--- config.mk ---
export PLATFORM = sky130hd
export DESIGN_NAME = mem_stage_flat
export DESIGN_NICKNAME = d
export VERILOG_FILES = /design/src/rtl/mem_stage_pkg.sv /design/src/rtl/mem_stage_if.sv /design/src/rtl/mem_stage.sv /design/src/flat_wrapper.sv
export SDC_FILE = /design/constraint.sdc
export NUM_CORES = 1
export LEC_CHECK = 0
export ABC_AREA = 1
export BUFFER_PORTS_ARGS = -buffer_cell sky130_fd_sc_hd__buf_2
export CAP_MARGIN = 10
export CORE_ASPECT_RATIO = 0.7
export CORE_MARGIN = 1
export CORE_UTILIZATION = 35
export DETAILED_ROUTE_END_ITERATION = 10
export GPL_TIMING_DRIVEN = 0
export PLACE_DENSITY = 0.71
export SLEW_MARGIN = 5
export SYNTH_ARGS = -nofsm -noshare
export SYNTH_HDL_FRONTEND = slang
export SYNTH_SLANG_ARGS = --single-unit
--- constraint.sdc ---
create_clock -name clk_in -period 2 [get_ports clk_in]
set_input_delay 0.2 -clock clk_in [delete_from_list [all_inputs] [get_ports clk_in]]
set_output_delay 0.2 -clock clk_in [all_outputs]
set_load 0.01 [all_outputs]
--- src/rtl/mem_stage_pkg.sv ---
// Shared pipeline types, command codes and memory-command helpers for the
// RV32I core. The MEM stage uses them to size and shape byte-serial accesses.
package mem_stage_pkg;

   typedef logic [31:0] RegBus;
   typedef logic [4:0]  RegAddrBus;
   typedef logic [4:0]  Cmd_Typebus;

   localparam Cmd_Typebus CmdNOP    = 5'd0;
   localparam Cmd_Typebus CmdALU    = 5'd1;
   localparam Cmd_Typebus CmdLUI    = 5'd2;
   localparam Cmd_Typebus CmdAUIPC  = 5'd3;
   localparam Cmd_Typebus CmdJAL    = 5'd4;
   localparam Cmd_Typebus CmdJALR   = 5'd5;
   localparam Cmd_Typebus CmdBRANCH = 5'd6;
   localparam Cmd_Typebus CmdLB     = 5'd8;
   localparam Cmd_Typebus CmdLH     = 5'd9;
   localparam Cmd_Typebus CmdLW     = 5'd10;
   localparam Cmd_Typebus CmdLBU    = 5'd11;
   localparam Cmd_Typebus CmdLHU    = 5'd12;
   localparam Cmd_Typebus CmdSB     = 5'd13;
   localparam Cmd_Typebus CmdSH     = 5'd14;
   localparam Cmd_Typebus CmdSW     = 5'd15;

   function automatic logic is_load(input Cmd_Typebus cmd);
      return (cmd == CmdLB) || (cmd == CmdLH) || (cmd == CmdLW) ||
             (cmd == CmdLBU) || (cmd == CmdLHU);
   endfunction

   function automatic logic is_store(input Cmd_Typebus cmd);
      return (cmd == CmdSB) || (cmd == CmdSH) || (cmd == CmdSW);
   endfunction

   function automatic logic is_mem(input Cmd_Typebus cmd);
      return is_load(cmd) || is_store(cmd);
   endfunction

   // Number of bytes moved by a memory command (0 for anything else).
   function automatic logic [2:0] byte_count(input Cmd_Typebus cmd);
      case (cmd)
         CmdLB, CmdLBU, CmdSB: return 3'd1;
         CmdLH, CmdLHU, CmdSH: return 3'd2;
         CmdLW, CmdSW:         return 3'd4;
         default:              return 3'd0;
      endcase
   endfunction

   // Sign- or zero-extend an assembled little-endian load value.
   function automatic RegBus load_extend(input Cmd_Typebus cmd, input RegBus raw);
      case (cmd)
         CmdLB:   return {{24{raw[7]}}, raw[7:0]};
         CmdLH:   return {{16{raw[15]}}, raw[15:0]};
         CmdLBU:  return {24'd0, raw[7:0]};
         CmdLHU:  return {16'd0, raw[15:0]};
         default: return raw;
      endcase
   endfunction

endpackage

--- src/rtl/mem_stage_if.sv ---
// Byte-wide request bus between the MEM stage (master) and the memory arbiter (slave).
interface mem_stage_if #(parameter int ADDR_WIDTH = 32);

   logic                  mem_req_o;
   logic                  mem_we_o;
   logic [ADDR_WIDTH-1:0] mem_a_o;
   logic [7:0]            mem_dout_o;
   logic                  mem_gnt_i;
   logic [7:0]            mem_din_i;

   modport master (
      output mem_req_o, mem_we_o, mem_a_o, mem_dout_o,
      input  mem_gnt_i, mem_din_i
   );

   modport slave (
      input  mem_req_o, mem_we_o, mem_a_o, mem_dout_o,
      output mem_gnt_i, mem_din_i
   );

endinterface

--- src/rtl/mem_stage.sv ---
// MEM stage of the five-stage RV32I pipeline: performs loads and stores as
// little-endian byte-serial transactions, stalls the front end while busy and
// passes non-memory results straight through to MEM/WB and the ID forward path.
module mem_stage
   import mem_stage_pkg::*;
#(
   parameter int ADDR_WIDTH = 32
) (
   input  logic                  clk_in,
   input  logic                  rst_in,
   input  logic                  rdy_in,
   input  Cmd_Typebus            cmdtype_in,
   input  RegAddrBus             rsd_addr_in,
   input  RegBus                 rsd_data_in,
   input  logic                  write_rsd_in,
   input  logic [ADDR_WIDTH-1:0] mem_addr_in,
   input  RegBus                 store_val_in,
   mem_stage_if.master           mem_bus,
   output RegAddrBus             rsd_addr_o,
   output RegBus                 rsd_data_o,
   output logic                  write_rsd_o,
   output logic                  stall_req_o,
   output logic                  mem_forward_id_o,
   output RegAddrBus             mem_forward_addr_o,
   output RegBus                 mem_forward_data_o
);

   typedef enum logic [1:0] {IDLE, ACCESS, WAIT, DONE} state_t;

   state_t   state;
   logic [1:0] idx;
   RegBus    load_buf;

   logic [2:0] n_bytes;
   logic [1:0] last_idx;
   logic       cmd_store;
   logic       cmd_load;
   logic [7:0] store_byte;

   assign n_bytes    = byte_count(cmdtype_in);
   assign last_idx   = 2'(n_bytes - 3'd1);
   assign cmd_store  = is_store(cmdtype_in);
   assign cmd_load   = is_load(cmdtype_in);
   assign store_byte = store_val_in[{idx, 3'b000} +: 8];

   // Walk through the bytes of one access, capturing read data the cycle after each grant.
   always_ff @(posedge clk_in or negedge rst_in) begin
      if (!rst_in) begin
         state    <= IDLE;
         idx      <= 2'd0;
         load_buf <= '0;
      end else if (rdy_in) begin
         case (state)
            IDLE: begin
               if (is_mem(cmdtype_in)) begin
                  idx      <= 2'd0;
                  load_buf <= '0;
                  state    <= ACCESS;
               end
            end
            ACCESS: begin
               if (mem_bus.mem_gnt_i) begin
                  if (cmd_store) begin
                     if (idx == last_idx) state <= DONE;
                     else                 idx   <= idx + 2'd1;
                  end else begin
                     state <= WAIT;
                  end
               end
            end
            WAIT: begin
               load_buf[{idx, 3'b000} +: 8] <= mem_bus.mem_din_i;
               if (idx == last_idx) begin
                  state <= DONE;
               end else begin
                  idx   <= idx + 2'd1;
                  state <= ACCESS;
               end
            end
            DONE: state <= IDLE;
            default: state <= IDLE;
         endcase
      end
   end

   logic                  req_c;
   logic                  we_c;
   logic [ADDR_WIDTH-1:0] addr_c;
   logic [7:0]            dout_c;
   logic                  stall_c;
   logic                  wb_write_c;
   RegAddrBus             wb_addr_c;
   RegBus                 wb_data_c;

   // Decode bus requests, stall and write-back from the state; everything is forced to 0 in reset.
   always_comb begin
      req_c      = 1'b0;
      we_c       = 1'b0;
      addr_c     = '0;
      dout_c     = 8'd0;
      stall_c    = 1'b0;
      wb_write_c = 1'b0;
      wb_addr_c  = '0;
      wb_data_c  = '0;
      if (rst_in) begin
         case (state)
            IDLE: begin
               if (is_mem(cmdtype_in)) begin
                  stall_c = 1'b1;
               end else begin
                  wb_write_c = write_rsd_in;
                  wb_addr_c  = rsd_addr_in;
                  wb_data_c  = rsd_data_in;
               end
            end
            ACCESS: begin
               stall_c = 1'b1;
               req_c   = rdy_in;
               we_c    = cmd_store;
               addr_c  = mem_addr_in + ADDR_WIDTH'(idx);
               dout_c  = cmd_store ? store_byte : 8'd0;
            end
            WAIT: stall_c = 1'b1;
            DONE: begin
               if (cmd_load) begin
                  wb_write_c = 1'b1;
                  wb_addr_c  = rsd_addr_in;
                  wb_data_c  = load_extend(cmdtype_in, load_buf);
               end
            end
            default: stall_c = 1'b0;
         endcase
      end
   end

   assign mem_bus.mem_req_o  = req_c;
   assign mem_bus.mem_we_o   = we_c;
   assign mem_bus.mem_a_o    = addr_c;
   assign mem_bus.mem_dout_o = dout_c;

   assign stall_req_o = stall_c;
   assign write_rsd_o = wb_write_c;
   assign rsd_addr_o  = wb_addr_c;
   assign rsd_data_o  = wb_data_c;

   assign mem_forward_id_o   = wb_write_c & ~stall_c;
   assign mem_forward_addr_o = stall_c ? '0 : wb_addr_c;
   assign mem_forward_data_o = stall_c ? '0 : wb_data_c;

endmodule

--- src/flat_wrapper.sv ---
// flat-port wrapper written by rule: the top's interface ports become plain ports
module mem_stage_flat import mem_stage_pkg::*;
#(
   parameter int ADDR_WIDTH = 32
)
  (clk_in, rst_in, rdy_in, cmdtype_in, rsd_addr_in, rsd_data_in, write_rsd_in, mem_addr_in, store_val_in, rsd_addr_o, rsd_data_o, write_rsd_o, stall_req_o, mem_forward_id_o, mem_forward_addr_o, mem_forward_data_o, mem_bus_mem_req_o, mem_bus_mem_we_o, mem_bus_mem_a_o, mem_bus_mem_dout_o, mem_bus_mem_gnt_i, mem_bus_mem_din_i);
  mem_stage_if #(.ADDR_WIDTH(ADDR_WIDTH)) mem_bus_i ();
  input  logic clk_in;
  input  logic rst_in;
  input  logic rdy_in;
  input  Cmd_Typebus cmdtype_in;
  input  RegAddrBus rsd_addr_in;
  input  RegBus rsd_data_in;
  input  logic write_rsd_in;
  input  logic [ADDR_WIDTH-1:0] mem_addr_in;
  input  RegBus store_val_in;
  output RegAddrBus rsd_addr_o;
  output RegBus rsd_data_o;
  output logic write_rsd_o;
  output logic stall_req_o;
  output logic mem_forward_id_o;
  output RegAddrBus mem_forward_addr_o;
  output RegBus mem_forward_data_o;
  output wire logic [$bits(mem_bus_i.mem_req_o)-1:0] mem_bus_mem_req_o;
  output wire logic [$bits(mem_bus_i.mem_we_o)-1:0] mem_bus_mem_we_o;
  output wire logic [$bits(mem_bus_i.mem_a_o)-1:0] mem_bus_mem_a_o;
  output wire logic [$bits(mem_bus_i.mem_dout_o)-1:0] mem_bus_mem_dout_o;
  input wire logic [$bits(mem_bus_i.mem_gnt_i)-1:0] mem_bus_mem_gnt_i;
  input wire logic [$bits(mem_bus_i.mem_din_i)-1:0] mem_bus_mem_din_i;
  assign mem_bus_mem_req_o = mem_bus_i.mem_req_o;
  assign mem_bus_mem_we_o = mem_bus_i.mem_we_o;
  assign mem_bus_mem_a_o = mem_bus_i.mem_a_o;
  assign mem_bus_mem_dout_o = mem_bus_i.mem_dout_o;
  assign mem_bus_i.mem_gnt_i = mem_bus_mem_gnt_i;
  assign mem_bus_i.mem_din_i = mem_bus_mem_din_i;
  mem_stage #(.ADDR_WIDTH(ADDR_WIDTH)) u_core (.clk_in(clk_in), .rst_in(rst_in), .rdy_in(rdy_in), .cmdtype_in(cmdtype_in), .rsd_addr_in(rsd_addr_in), .rsd_data_in(rsd_data_in), .write_rsd_in(write_rsd_in), .mem_addr_in(mem_addr_in), .store_val_in(store_val_in), .mem_bus(mem_bus_i), .rsd_addr_o(rsd_addr_o), .rsd_data_o(rsd_data_o), .write_rsd_o(write_rsd_o), .stall_req_o(stall_req_o), .mem_forward_id_o(mem_forward_id_o), .mem_forward_addr_o(mem_forward_addr_o), .mem_forward_data_o(mem_forward_data_o));
endmodule
# Yosys cells after proc, flatten, opt, wreduce, memory -nomap -nowiden
# Memories as Yosys holds them, arrays and structs flattened.
# Index checks and enable logic that the tools add are counted.
[word_totals] ff_bits=36 rom_bits=48 out_inout_bits=119 n_memories=1
[classes] n_addsub=4 eq_ne=16 shift=3 n_mux=42 n_bitwise=2 reduce_logical=14
[mem_list] name="(name not given)" words=16 width=3 rd=1 rd_ports_with_merged_regs=0 wr=0 line_no="mem_stage_pkg.sv:40" text="case (cmd)"
[op_table] operator="$mux 32" n=7
[op_table] operator="$pmux 32 s2" n=2
[op_table] operator="$pmux 32 s4" n=1
[op_table] operator="$eq 5x4->1 const B" n=8
[op_table] operator="$add 32x2->32" n=1
[op_table] operator="$bwmux 32" n=1
[op_table] operator="$shift 8x7->32 const A" n=1
[op_table] operator="$shiftx 32x6->8" n=1
[op_table] operator="$shiftx 8x7->32" n=1
[op_table] operator="$mux 8" n=3
[op_table] operator="$mux 2" n=10
[op_table] operator="$mux 5" n=4
[op_table] operator="$pmux 5 s2" n=1
[op_table] operator="$mux 1" n=9
[op_table] operator="$pmux 2 s4" n=1
[op_table] operator="$logic_or 1x1->1" n=7
[op_table] operator="$neg 5->7" n=1
[op_table] operator="$pmux 2 s3" n=1
[op_table] operator="$reduce_and 5->1" n=1
[op_table] operator="$eq 2x2->1 const B" n=2
[op_table] operator="$ne 2x1->1 const B" n=2
[op_table] operator="$pmux 1 s2" n=2
[op_table] operator="$reduce_and 4->1" n=1
[op_table] operator="$ne 3x3->1 const B" n=1
[op_table] operator="other kinds (12)" n=12

# Longest topological paths before layout
[depth] word_depth=11 mapped_depth=14

# Worst setup path before layout
# Ideal clock, no wire load.
[synth_timing] path_kind="reg2reg" startpoint="register u_core.idx[0]" endpoint="register u_core.load_buf[0]" arrival_ns=2.100 required_ns=1.933 slack_ns=-0.168 path_stages_with_launch=7 synth_period_minus_slack_ns=2.168 cell_sequence="dfrtp_1 -> inv_1 -> clkbuf_1 -> ha_1 -> nor4_1 -> nand4_1 -> nand2_1"
[synth_between] elab_chain_cells=4 word_cells_on_any_way=5 classes_between="add/sub: 1; shift: 2; mux: 2"
[synth_lines] item="from (decl)" line_no="mem_stage.sv:31" text="logic [1:0] idx;"
[synth_lines] item="from (signal assigned)" line_no="mem_stage.sv:65" text="else idx <= idx + 2'd1;"
[synth_lines] item="from (signal assigned)" line_no="mem_stage.sv:76" text="idx <= idx + 2'd1;"
[synth_lines] item="$neg 5->7 (*)" line_no="mem_stage.sv:72" text="load_buf[{idx, 3'b000} +: 8] <= mem_bus.mem_din_i;"
[synth_lines] item="$shiftx 8x7->32 / $shift 8x7->32 (equally long branches)" line_no="mem_stage.sv:72"
[synth_lines] item="$bwmux 32 (*)" line_no="mem_stage.sv:72"
[synth_lines] item="$pmux 32 s2 (*)" line_no="mem_stage.sv:53" text="case (state)"
[synth_lines] item="to (signal, indexed assignment)" line_no="mem_stage.sv:72"
[synth_lines] item="to (decl)" line_no="mem_stage.sv:32" text="RegBus load_buf;"
# Every way passes the cells marked *; elsewhere a longest branch is shown, timed or not.
# A chain may end at the register's enable or synchronous reset.

# Worst setup path after layout
[layout_timing] startpoint="register u_core.idx[0]" endpoint="output mem_bus_mem_a_o[28]"
[layout_between] elab_chain_cells=3
[layout_lines] item="$add 32x2->32" line_no="mem_stage.sv:120" text="addr_c = mem_addr_in + ADDR_WIDTH'(idx);"
[layout_lines] item="$mux 32" line_no="mem_stage.sv:106" text="case (state)"
[layout_lines] item="$mux 32" line_no="mem_stage.sv:105" text="if (rst_in) begin"
[layout_lines] item="to (decl)" line_no="flat_wrapper.sv:26" text="output wire logic [$bits(mem_bus_i.mem_a_o)-1:0] mem_bus_mem_a_o;"
# Every way passes these cells.

==> run summary <==
Floorplanning
* 34 — Core Rows
* 139.5 µm — Die X
* 36.52% — initial core utilization
* 12680 µm² — Floorplan Core Area
* 98.23 µm — DIE HEIGHT
* 13700 µm² — Die ar.
* 238 — number of top-level pins

Global routing
* 27.81% — GRT Resource Usage Total
* 1 — initial antenna violation count
* 6122 — number of global-route vias before repair
* met2 — gr busiest metal
* 30460 µm — wire length of the first global-routing pass
* 3.825% — met3 GRT Util
* 37.56% — grt met1 use
* 45.42% — fraction of met2 tracks used by global routing
* 0 — overflow left after global routing
* 37 — maximum number of pins on one net before global-route repair

Layout
* 90.05% — Synth-to-Final Area Change
* 69.40% — fin util
* 961 — number of filler instances in the final layout
* 54.10% — share of cells above drive strength 1
* 4245 µm² — area occupied by multi-input gates
* 1317 — Net count, final
* 905.9 µm² — Sequential Area
* 1345 — Cell Count, Final, Fillers Out
* 0 — Ant. Diodes

Yosys
* 0 — number of enable-type register cells in the synthesized netlist
* 40 — number of library cell types mapped by synthesis
* 5.511 µm² — average cell area after synthesis
* nand2_1, nor2_1, inv_1, o21ai_0, dfrtp_1 — top cells by instance count after synthesis
* nand2_1 — post-synth top area cell
* 36 — register bit total from synthesis
* 840 — Post-Synthesis Cells
* 22.62% — Synth top area share
* 100.0% — ys async rst share
* 975 — net count after synthesis
* nand2_1 — most frequent cell after synthesis
* 19.46% — fraction of the yosys area taken by sequential cells
* nand2_1, dfrtp_1, nor2_1, inv_1, o21ai_0 — most area-consuming cells after synthesis
* dfrtp_1 — top flip-flop cell by instance count after synthesis
* 0 — count of yosys warnings during synthesis
* 4629 µm² — Post-Synthesis Cell Area

STA
* 675.9 ps — Worst-Margin Slew
* 0 — total count of max-transition violations in the final report
* 0.4126 GHz — max frequency
* 2423 ps — final critical delay including setup and external delays
* -22310 ps — setup TNS
* 54.59% — Slew headroom
* 112 — Finish-stage setup viols
* 0 — Final Hold Violating Endpoints
* yes — RSZ-0062 raised after global routing
* 121.2% — final clock period utilization by the worst path
* -423.4 ps — Final WS setup
* 3.510 ps — Final Skew

Drt
* 5.210 — DR vias/cell
* 16.44 µm — Avg WL per Cell
* 22110 µm — Final Routed Wirelength
* 5 — TritonRoute pass-1 iters
* 0 — post-detailed-route DRC marker count
* 0 — Routed Antenna Nets
* 535 — number of design-rule violations left by the first detailed-router iteration
* 7007 — via total after detailed routing

Pwr
* 0.4480 mV — peak supply drop
* 4.818 nW — leak pwr
* 912.8 nW/µm² — Power Dens Cells

Clock tree
* 280 ps — Worst-Skew Late Latency
* clkbuf_16 — buffer cell driving the clock tree root
* 5 — total clock buffers created by CTS
* 36 — TritonCTS Sinks
* 2 — maximum number of buffers from clock root to sink
* done — clock tree from TritonCTS
* 2 — H-tree lvl count
* 60 ps — clock slew seen by the registers of the worst setup and hold paths

Setup path
* primary output — Setup crit end kind
* 3 — CP Max Fanout
* 2220 ps — CP arrival
* 12 — worst reg2reg path depth
* reg -> out — Setup CP Type
* 1800 ps — required time of the critical path
* register — startpoint class of the critical path

Status
* setup timing — failing checks
* finished, violations left — run status

Hold path
* in -> reg — HP Class
* 3 — number of cells traversed by the worst hold path

Placement
* 1238 — placed instance count
* -1160 ps — setup slack at placement
* 13800 µm — HPWL after detailed placement
* 0.9462 — final weighted congestion of routability-driven global placement
* 236 — Port Buffers

Flow run
* 0 — max-cap viol count

-- critical path, cell delays in order (launching register included) --
cell and delay [ps]:
dfrtp_2 410, ha_4 150, fa_2 230, nand2_2 70
inv_2 90, nand2_4 70, buf_12 140, nor4_4 190
nand2_1 90, nand2_1 100, nand3_2 100, nor2_2 140
buf_2 150
-- flip-flops by register name, summed over array words and instances, names as in the netlist --
| register | count |
|---|---|
| u_core.load_buf | 32 |
| u_core.idx | 2 |
| u_core.state | 2 |
-- area by class of cell --
class / count / area share (%)
inverter: 116 / 5.390
buffer: 25 / 3.640
sequential: 36 / 10.30
tap: 162 / 2.304
clock buffer: 5 / 1.422
multi-input combinational: 659 / 48.25
timing repair buffer: 339 / 28.48
clock inverter: 3 / 0.2133
-- metal layers --
layer / part of all wire [%] / wire length [µm]
met5: 0.059 / 13
met1: 41 / 9003
met4: 3.0 / 665
met3: 8.7 / 1927
met2: 47 / 10500
-- cells by family after synthesis --
group,count (synthesis),synth area share (%)
DFF,36,19.46
adders and majority gates,16,4.487
buffers and inverters,145,12.78
AOI/OAI and AO/OA,103,11.87
xor gates and xnor gates,2,0.3784
and+or+nand+nor,538,51.03
-- report_power, final --
group | switching [mW] | leakage (nW) | internal, mW
Combinational | 3.48 | 4.25 | 2.87
Clock | 0.315 | 0.0736 | 0.459
Sequential | 0.0916 | 0.492 | 0.811
-- per-stage QoR --
step           hold slack (ps)  power, mW  area, µm²
4_1_cts                  200.7      6.470       7650
3_5_place_dp             351.4      4.076       6033
6_report                 207.7      8.031       8798
3_3_place_gp             343.5      4.046       6033
2_1_floorplan           -95.59      2.984       4649
5_1_grt                  215.5      8.413       8798
-- placed cells by master, fill, tap and decap left out, types with 5 or more instances in the layout --
master and instances:
nor3_4 5, nand3_2 5, buf_8 10, nor3_2 7, buf_2 201, nand3_1 25
nor2_4 36, nand2_1 190, inv_2 24, nor2_2 25, or2_2 17, clkbuf_4 5
nor3_1 15, buf_6 63, inv_1 81, o21ai_1 30, a21oi_1 16, a21oi_2 6
dfrtp_1 32, nand2_2 59, buf_4 61, nand2_4 35, ha_4 10, nor2_1 78
buf_12 16, nand4_1 21, clkbuf_16 8, o21ai_0 35
-- path summary, 6_finish.rpt --
check,start,end,slack (ps)
setup reg to reg,u_core.state[0]$_DFFE_PN0P_,u_core.load_buf[5]$_DFFE_PN0P_,50
hold / removal,mem_bus_mem_din_i[5],u_core.load_buf[21]$_DFFE_PN0P_,210
min in group asynchronous,rst_in,u_core.load_buf[19]$_DFFE_PN0P_,530
max in group asynchronous,rst_in,u_core.idx[0]$_DFFE_PN0P_,1270
setup / recovery,u_core.idx[0]$_DFFE_PN0P_,mem_bus_mem_a_o[28],-420
hold reg to reg,u_core.load_buf[23]$_DFFE_PN0P_,u_core.load_buf[23]$_DFFE_PN0P_,480
-- what timing repair did --
item | 4_1_cts | 5_1_grt
pin swaps | 62 | 66
resized for setup | 226 | 265
setup buffers | 64 | 33
setup endpoints to repair | 150 | 150
endpoints found under the hold margin | 36 | 0
cloned | 7 | 4
hold buffers | 2 | 0
Power figures use the tool's default switching activity.
